### config.mk
export PLATFORM = sky130hd
export DESIGN_NAME = uart_tx
export DESIGN_NICKNAME = d
export VERILOG_FILES = /design/src/rtl/uart_tx_pkg.sv /design/src/rtl/uart_fifo.sv /design/src/rtl/uart_tx.sv
export SDC_FILE = /design/constraint.sdc
export NUM_CORES = 1
export LEC_CHECK = 0
export CORE_UTILIZATION = 50
export CTS_CLUSTER_DIAMETER = 30
export DETAILED_ROUTE_END_ITERATION = 7
export PLACE_DENSITY_LB_ADDON = 0.1
export SETUP_SLACK_MARGIN = 0.15
export SLEW_MARGIN = 20
export SYNTH_ARGS = -nofsm -noshare
export SYNTH_HDL_FRONTEND = slang
export SYNTH_HIERARCHICAL = 1
export SYNTH_SLANG_ARGS = --single-unit
### constraint.sdc
create_clock -name clk -period 6.5 [get_ports clk]
set_input_delay 1.3 -clock clk [delete_from_list [all_inputs] [get_ports clk]]
set_output_delay 1.3 -clock clk [all_outputs]
set_load 0.05 [all_outputs]
### src/rtl/uart_tx_pkg.sv
// Shared definitions for the memory-mapped UART transmitter: FSM encodings,
// default timing/depth parameters and the CPU-visible TX address.
package uart_tx_pkg;

    typedef enum logic [1:0] {
        ST_IDLE  = 2'd0,
        ST_START = 2'd1,
        ST_DATA  = 2'd2,
        ST_STOP  = 2'd3
    } tx_state_e;

    localparam int          CLKS_PER_BIT_DEFAULT = 434;
    localparam int          FIFO_DEPTH_DEFAULT   = 4;
    localparam logic [15:0] UART_TX_ADDR         = 16'h0ff0;

    // Baud counter counts down to zero, so a bit lasts reload+1 cycles.
    function automatic logic [15:0] baud_reload(input int clks_per_bit);
        return 16'(clks_per_bit - 1);
    endfunction

endpackage

### src/rtl/uart_fifo.sv
// Byte FIFO with first-word-fall-through output and a sticky overflow flag.
// Pointers carry one extra wrap bit so full and empty are distinguishable.
module uart_fifo
    import uart_tx_pkg::*;
#(
    parameter int DEPTH = FIFO_DEPTH_DEFAULT
) (
    input  logic       clk,
    input  logic       rst_n,
    input  logic       push,
    input  logic [7:0] din,
    input  logic       pop,
    output logic [7:0] dout,
    output logic       full,
    output logic       empty,
    output logic       overflow
);

    localparam int AW = $clog2(DEPTH);

    logic [AW:0] wr_ptr_q;
    logic [AW:0] rd_ptr_q;
    logic [7:0]  mem_q [DEPTH];
    logic        overflow_q;
    logic        wr_en;
    logic        rd_en;

    assign empty    = (wr_ptr_q == rd_ptr_q);
    assign full     = (wr_ptr_q[AW] != rd_ptr_q[AW]) &&
                      (wr_ptr_q[AW-1:0] == rd_ptr_q[AW-1:0]);
    assign dout     = mem_q[rd_ptr_q[AW-1:0]];
    assign overflow = overflow_q;

    // A pop on the same edge frees the slot the push lands in.
    assign wr_en = push && (!full || pop);
    assign rd_en = pop && !empty;

    always_ff @(posedge clk or negedge rst_n) begin
        if (!rst_n) begin
            wr_ptr_q   <= '0;
            rd_ptr_q   <= '0;
            overflow_q <= 1'b0;
        end else begin
            if (wr_en) begin
                wr_ptr_q <= wr_ptr_q + 1'b1;
            end
            if (rd_en) begin
                rd_ptr_q <= rd_ptr_q + 1'b1;
            end
            if (push && !wr_en) begin
                overflow_q <= 1'b1;
            end
        end
    end

    always_ff @(posedge clk) begin
        if (wr_en) begin
            mem_q[wr_ptr_q[AW-1:0]] <= din;
        end
    end

endmodule

### src/rtl/uart_tx.sv
// UART transmitter fed by the memory I/O decoder write strobe: edge-detects
// writes into a FIFO and serializes bytes as 8N1 frames, LSB first.
module uart_tx
    import uart_tx_pkg::*;
#(
    parameter int CLKS_PER_BIT = CLKS_PER_BIT_DEFAULT,
    parameter int FIFO_DEPTH   = FIFO_DEPTH_DEFAULT
) (
    input  logic       clk,
    input  logic       rst_n,
    input  logic [7:0] uart_tx_byte,
    input  logic       uart_we,
    output logic       tx,
    output logic       busy,
    output logic       full,
    output logic       overflow,
    output logic [1:0] dbg_state_o
);

    localparam logic [15:0] RELOAD = baud_reload(CLKS_PER_BIT);

    tx_state_e   state_q;
    logic        we_q;
    logic [15:0] cnt_q;
    logic [2:0]  bi_q;
    logic [7:0]  sh_q;
    logic        tx_q;

    logic        push;
    logic        pop;
    logic [7:0]  fifo_dout;
    logic        fifo_empty;
    logic        fifo_full;
    logic        fifo_overflow;

    // The decoder may hold the strobe for several cycles; only its rising
    // edge is a write.
    assign push = uart_we && !we_q;

    // Popping only from a non-empty FIFO keeps push/pop-while-empty impossible.
    assign pop = !fifo_empty &&
                 ((state_q == ST_IDLE) ||
                  ((state_q == ST_STOP) && (cnt_q == 16'd0)));

    always_ff @(posedge clk or negedge rst_n) begin
        if (!rst_n) begin
            we_q <= 1'b0;
        end else begin
            we_q <= uart_we;
        end
    end

    uart_fifo #(
        .DEPTH(FIFO_DEPTH)
    ) u_fifo (
        .clk      (clk),
        .rst_n    (rst_n),
        .push     (push),
        .din      (uart_tx_byte),
        .pop      (pop),
        .dout     (fifo_dout),
        .full     (fifo_full),
        .empty    (fifo_empty),
        .overflow (fifo_overflow)
    );

    // tx_q is loaded with the level of the state being entered, so the line
    // changes on the same edge as the state.
    always_ff @(posedge clk or negedge rst_n) begin
        if (!rst_n) begin
            state_q <= ST_IDLE;
            cnt_q   <= 16'd0;
            bi_q    <= 3'd0;
            sh_q    <= 8'd0;
            tx_q    <= 1'b1;
        end else begin
            case (state_q)
                ST_IDLE: begin
                    tx_q <= 1'b1;
                    if (pop) begin
                        sh_q    <= fifo_dout;
                        cnt_q   <= RELOAD;
                        tx_q    <= 1'b0;
                        state_q <= ST_START;
                    end
                end
                ST_START: begin
                    if (cnt_q == 16'd0) begin
                        cnt_q   <= RELOAD;
                        bi_q    <= 3'd0;
                        tx_q    <= sh_q[0];
                        state_q <= ST_DATA;
                    end else begin
                        cnt_q <= cnt_q - 16'd1;
                    end
                end
                ST_DATA: begin
                    if (cnt_q == 16'd0) begin
                        cnt_q <= RELOAD;
                        sh_q  <= {1'b0, sh_q[7:1]};
                        if (bi_q == 3'd7) begin
                            tx_q    <= 1'b1;
                            state_q <= ST_STOP;
                        end else begin
                            bi_q <= bi_q + 3'd1;
                            tx_q <= sh_q[1];
                        end
                    end else begin
                        cnt_q <= cnt_q - 16'd1;
                    end
                end
                ST_STOP: begin
                    if (cnt_q == 16'd0) begin
                        if (pop) begin
                            sh_q    <= fifo_dout;
                            cnt_q   <= RELOAD;
                            tx_q    <= 1'b0;
                            state_q <= ST_START;
                        end else begin
                            tx_q    <= 1'b1;
                            state_q <= ST_IDLE;
                        end
                    end else begin
                        cnt_q <= cnt_q - 16'd1;
                    end
                end
                default: begin
                    tx_q    <= 1'b1;
                    state_q <= ST_IDLE;
                end
            endcase
        end
    end

    assign tx          = tx_q;
    assign busy        = (state_q != ST_IDLE) || !fifo_empty;
    assign full        = fifo_full;
    assign overflow    = fifo_overflow;
    assign dbg_state_o = state_q;

endmodule

### Yosys cells after proc, flatten, opt, wreduce, memory -nomap -nowiden

Memory sizes are Yosys's and may differ from the RTL's.
Index checks and enable logic that the tools add are counted.

* register bits: 38
* RAM bits: 32
* bits of input ports: 11
* output and inout port bits: 6
* word-level logic and storage cells: 78
* memories: 1

Memory list
* u_fifo.mem_q: depth 4, width 8, rd ports 1, clocked after memory_dff 0, write ports 1, RTL line uart_fifo.sv:23 `logic [7:0] mem_q [DEPTH];`

* add/subtract/negate cells: 4
* eq/ne operators: 13
* muxes and demuxes: 27
* reduce and logical (&&, ||, !) cells: 24

Operators with widths (number)
* two-way mux 16 bit: 3
* case mux 16 bit (3 select lines): 1
* two-way mux 8 bit: 3
* case mux 8 bit (3 select lines): 1
* logical NOT 16 bit: 1
* subtractor 16 x 1 -> 16 bit, second input constant: 1
* two-way mux 2 bit: 5
* adder 3 x 1 -> 3 bit, second input constant: 3
* two-way mux 3 bit: 3
* two-way mux 1 bit: 8
* != test 2 bit, second input constant: 4
* case mux 2 bit (4 select lines): 1
* logical AND 1 bit: 7
* case mux 3 bit (2 select lines): 1
* AND reduction 3 bit: 2
* AND reduction 5 bit: 1
* == test 2 bit, second input constant: 2
* logical NOT 1 bit: 4
* != test 2 x 1 -> 1 bit, second input constant: 2
* case mux 1 bit (4 select lines): 1
* AND reduction 4 bit: 1
* nonzero test 2 bit: 2
* == test 3 bit: 1
* == test 3 bit, second input constant: 1
* 7 further kinds: 9

### Longest topological paths before layout

* word-level depth: 8
* gate-level depth with buffers: 9
* gate-level depth less buffers: 9

### Hierarchy

The synthesis kept the hierarchy.

By module, submodules not included
* uart_tx: times used 1, cells each 198, area an instance 1964.4 um^2, seq. area each 777.0 um^2
* uart_fifo: times used 1, cells each 85, area an instance 1639.1 um^2, seq. area each 1136.1 um^2

### Worst setup path after synthesis

No wires, ideal clock.

* path type: flip-flop to output port
* start point: reg u_fifo.rd_ptr_q[1]
* end point: out busy
* data arrival time: 1917 ps
* data required time: 5200 ps
* slack: 3283 ps
* cell stages (with the launch flop): 5
* cell sequence: dfrtp_1 > buf_6 > xor2_2 > nor3_1 > nand2_1

* cells in the longest elaborated chain, start to end: 3

Ends and longest elaborated chain
* start: declaration: RTL line uart_fifo.sv:22 `logic [AW:0] rd_ptr_q;`
* start signal: assignment: RTL line uart_fifo.sv:48 `rd_ptr_q <= rd_ptr_q + 1'b1;`
* == test 3 bit: RTL line uart_fifo.sv:28 `assign empty = (wr_ptr_q == rd_ptr_q);`
* net fifo_empty: RTL line uart_tx.sv:32 `logic fifo_empty;`
* logical NOT 1 bit: RTL line uart_tx.sv:136 `assign busy = (state_q != ST_IDLE) || !fifo_empty;`
* logical OR 1 bit: RTL line uart_tx.sv:136
* end: declaration: RTL line uart_tx.sv:14 `output logic busy,`

The timed path passes the listed nets, and every way through them passes these cells.

### Final worst setup path

* start point: reg u_fifo.rd_ptr_q[0]
* end point: out busy

Same word-level chain as after synthesis.

==> results by group <==
Floorplanning
  • Die area: 0.00755 mm^2
  • Die W: 86.9 um
  • Core region area: 0.00687 mm^2
  • Num rows: 30
  • # IOs: 17
  • Height of the die: 86.9 um
  • Initial cell density of the core: 52.5%

Hold path
  • Classification of the worst-slack hold path: reg2reg
  • Hold_sp: tx
  • Hold depth: 2
  • Hold Path Sink: tx

Status
  • Status: finished, final reports clean

Clocking
  • Clock insertion delay at the later pin of the skew report: 0.35 ns
  • Clock Sinks: 70
  • Post_cts resized: 0
  • H-tree levels: 3
  • Clock root cell: clkbuf_8
  • # hold bufs at CTS: 0
  • Clk buf depth: 2
  • CTS tree: done
  • Reg clk slew, reported paths: 0.09 ns
  • Setup Fix Bufs, Post-CTS: 0
  • CTS Buf Count: 9

Timing
  • Tmin final: 4.08 ns
  • RSZ-0062 raised after global routing: false
  • Setup TNS: 0 ns
  • Worst Skew: 0.0177 ns
  • Tcrit/Tclk final: 62.7%
  • Worst-Margin Slew: 0.969 ns
  • Rel. slew slack: 35.0%
  • F_max: 0.245 GHz
  • Max Slew Vio Count: 0
  • Final setup vio count: 0
  • Fin. Hold Viols: 0
  • WHS: 0.484 ns

Cells and area
  • Share of cells above drive strength 1: 16.2%
  • Fillers: 577
  • Area growth, synth to finish: 11.1%
  • Ant diodes: 0
  • Finished Layout Cells: 399
  • Nets: 323
  • Layout Utilization: 58.3%
  • Most frequent cells in the layout: dfrtp_1, edfxtp_1, nor3_1, a22o_1, clkdlybuf4s50_1
  • Leading cell type in the layout, fill and taps excluded: dfrtp_1

Power
  • Total power: 2.14 mW
  • Power per Cell Area: 534 mW/mm^2
  • Net Sw Frac: 43.7%
  • Comb pwr share: 49.4%
  • Pint: 1.21 mW
  • IR Drop Worst-Case VDD: 0.260 mV
  • P_sw: 935 uW
  • Sequential share of power: 35.1%
  • Clock network power share: 15.5%
  • Leakage: 1.60 nW

Drt
  • Vias: 2,366
  • Routed vias/inst: 5.93
  • DR iter-0 viols: 141
  • Wire per inst: 16.6 um
  • Antenna Nets Post-Route: 0
  • Drt total wl: 6640 um
  • Drt pass-1 iters: 4
  • DRC viols: 0

Setup path
  • FF-to-FF path depth: 8
  • Worst R2R End: u_fifo/mem_q[3][7]
  • CP arrival: 2.78 ns
  • CP Max Fanout: 12
  • FF-to-FF setup slack: 3.14 ns
  • Crit start category: register
  • R2R Path Start: u_fifo/rd_ptr_q[0]
  • WP data required: 5.20 ns
  • Critical path type: reg2out
  • Crit. End Element: output port

Placement
  • Gpl congestion: 0.796
  • PortBufs: 16
  • Detailed Place HPWL: 4530 um
  • Inst Count DP: 383

Synth
  • FFs w/ async S/R, synth: 54.3%
  • Synthesized area per cell: 12.7 um^2
  • Seq/Total Area, Yosys: 53.1%
  • Post-Synth XOR/XNOR Area: 2.15%
  • Adder-cell share of the synthesized area: 4.86%
  • Largest area contributor in the netlist: edfxtp_1
  • Post-synth EDFFs: 32
  • Cell Area, Synth: 0.00360 mm^2
  • Mux cell area share after synthesis: 5.90%
  • Unique cell type count in the Yosys netlist: 62
  • Ys Warns: 6
  • Synth Flop Type: dfrtp_1
  • Synth Area in Simple Gates: 14.8%
  • Synth Area in Compound Gates: 16.1%
  • Ranking of synthesized cells by area: edfxtp_1, dfrtp_1, mux4_2, ha_1, a22o_1
  • Syn_nets: 308
  • Synthesized flop and latch total: 70
  • Share of the synthesized area in the top cell type: 26.7%
  • Largest family of logic cells by synthesized area: compound AO/OA/AOI/OAI gates
  • Synth Instances: 283

Global routing
  • Initial antenna violation count: 0
  • Tot GR Track Use: 20.2%
  • Total grt overflow: 0
  • First-pass GRT wire length: 11,400 um
  • Largest net degree at the start of global routing: 39
  • Vias in the first global route: 2,269

Job
  • Maxcap violations: 0
power by group through the flow:
stage	Clock, mW	Sequential [mW]	Combinational [mW]
after detailed placement	0	0.763	1.06
after floorplan	0	0.735	0.855
after global routing	0.360	0.778	1.18
final	0.332	0.752	1.06
after global placement	0	0.757	1.05
after CTS	0.344	0.753	1.06
stage by stage:
| stage | worst slack (ns) | area (um^2) |
|---|---|---|
| 6_report | 2.42 | 4010 |
| 5_1_grt | 2.18 | 4010 |
| 4_1_cts | 2.36 | 4010 |
| 3_5_place_dp | 2.75 | 3820 |
| 3_3_place_gp | 2.78 | 3820 |
| 2_1_floorplan | 3.28 | 3600 |
cell type report:
cell class | count | area (um^2) | share of cell area, %
Sequential cell | 70 | 1910 | 47.8
Multi-Input combinational cell | 189 | 1580 | 39.5
Timing Repair Buffer | 17 | 163 | 4.06
Clock buffer | 9 | 124 | 3.09
Tap cell | 96 | 120 | 3.00
Clock inverter | 7 | 63.8 | 1.59
Inverter | 11 | 41.3 | 1.03
worst max-delay path, stage by stage, from the launching register on:
cell and delay (ns):
dfrtp_1 0.73, xor2_1 0.44, nor3_1 0.12, buf_4 0.19
nand2_1 0.14, clkdlybuf4s50_1 0.83
per-layer routing:
metal	part of all wire, %	up-vias	routed length [um]	track usage (%)
met3	2.8	5	188	4.83
met1	50	1167	3340	28.6
met2	46	39	3060	30.9
met4	0.86	0	57	6.36
met5	0	-	0	0
li1	-	1155	-	-
cells by family after synthesis:
group | after synthesis
DFF | 70
muxes | 11
xor gates and xnor gates | 8
buffers and inverters | 24
adders and majority gates | 14
and+or+nand+nor | 81
AOI/OAI and AO/OA | 75
synthesized netlist by cell type (3+ instances only):
library cell	number
nor2_1	9
buf_2	4
inv_1	11
xnor2_1	4
a21oi_1	9
edfxtp_1	32
nor4_1	4
or3_1	4
nand2_1	8
xor2_1	3
nor2b_1	4
clkbuf_1	7
ha_1	14
a211o_1	5
and3_1	6
nor4_4	3
or4_4	3
nand3_1	6
o21ai_0	11
dfrtp_1	37
a221o_1	7
nor3_1	15
a22o_1	15
and3_2	4
mux4_2	8
worst max path at each step:
| stage | slack [ns] | to | depth (start not counted) | start |
|---|---|---|---|---|
| floorplan | 3.28 | busy | 4 | u_fifo/rd_ptr_q[1] |
| finish | 2.42 | busy | 5 | u_fifo/rd_ptr_q[0] |
| global route | 2.18 | busy | 5 | u_fifo/rd_ptr_q[0] |
| CTS | 2.36 | busy | 5 | u_fifo/rd_ptr_q[0] |
| global placement | 2.78 | busy | 5 | u_fifo/rd_ptr_q[0] |
| detailed placement | 2.75 | busy | 5 | u_fifo/rd_ptr_q[0] |
sequential cells by signal (all words and copies together) (netlist names):
register,cells
bi_q,3
cnt_q,16
dbg_state_o,2
sh_q,8
tx,1
u_fifo/mem_q,32
u_fifo/overflow,1
u_fifo/rd_ptr_q,3
u_fifo/wr_ptr_q,3
we_q,1
(Power assumes the default switching activity.)
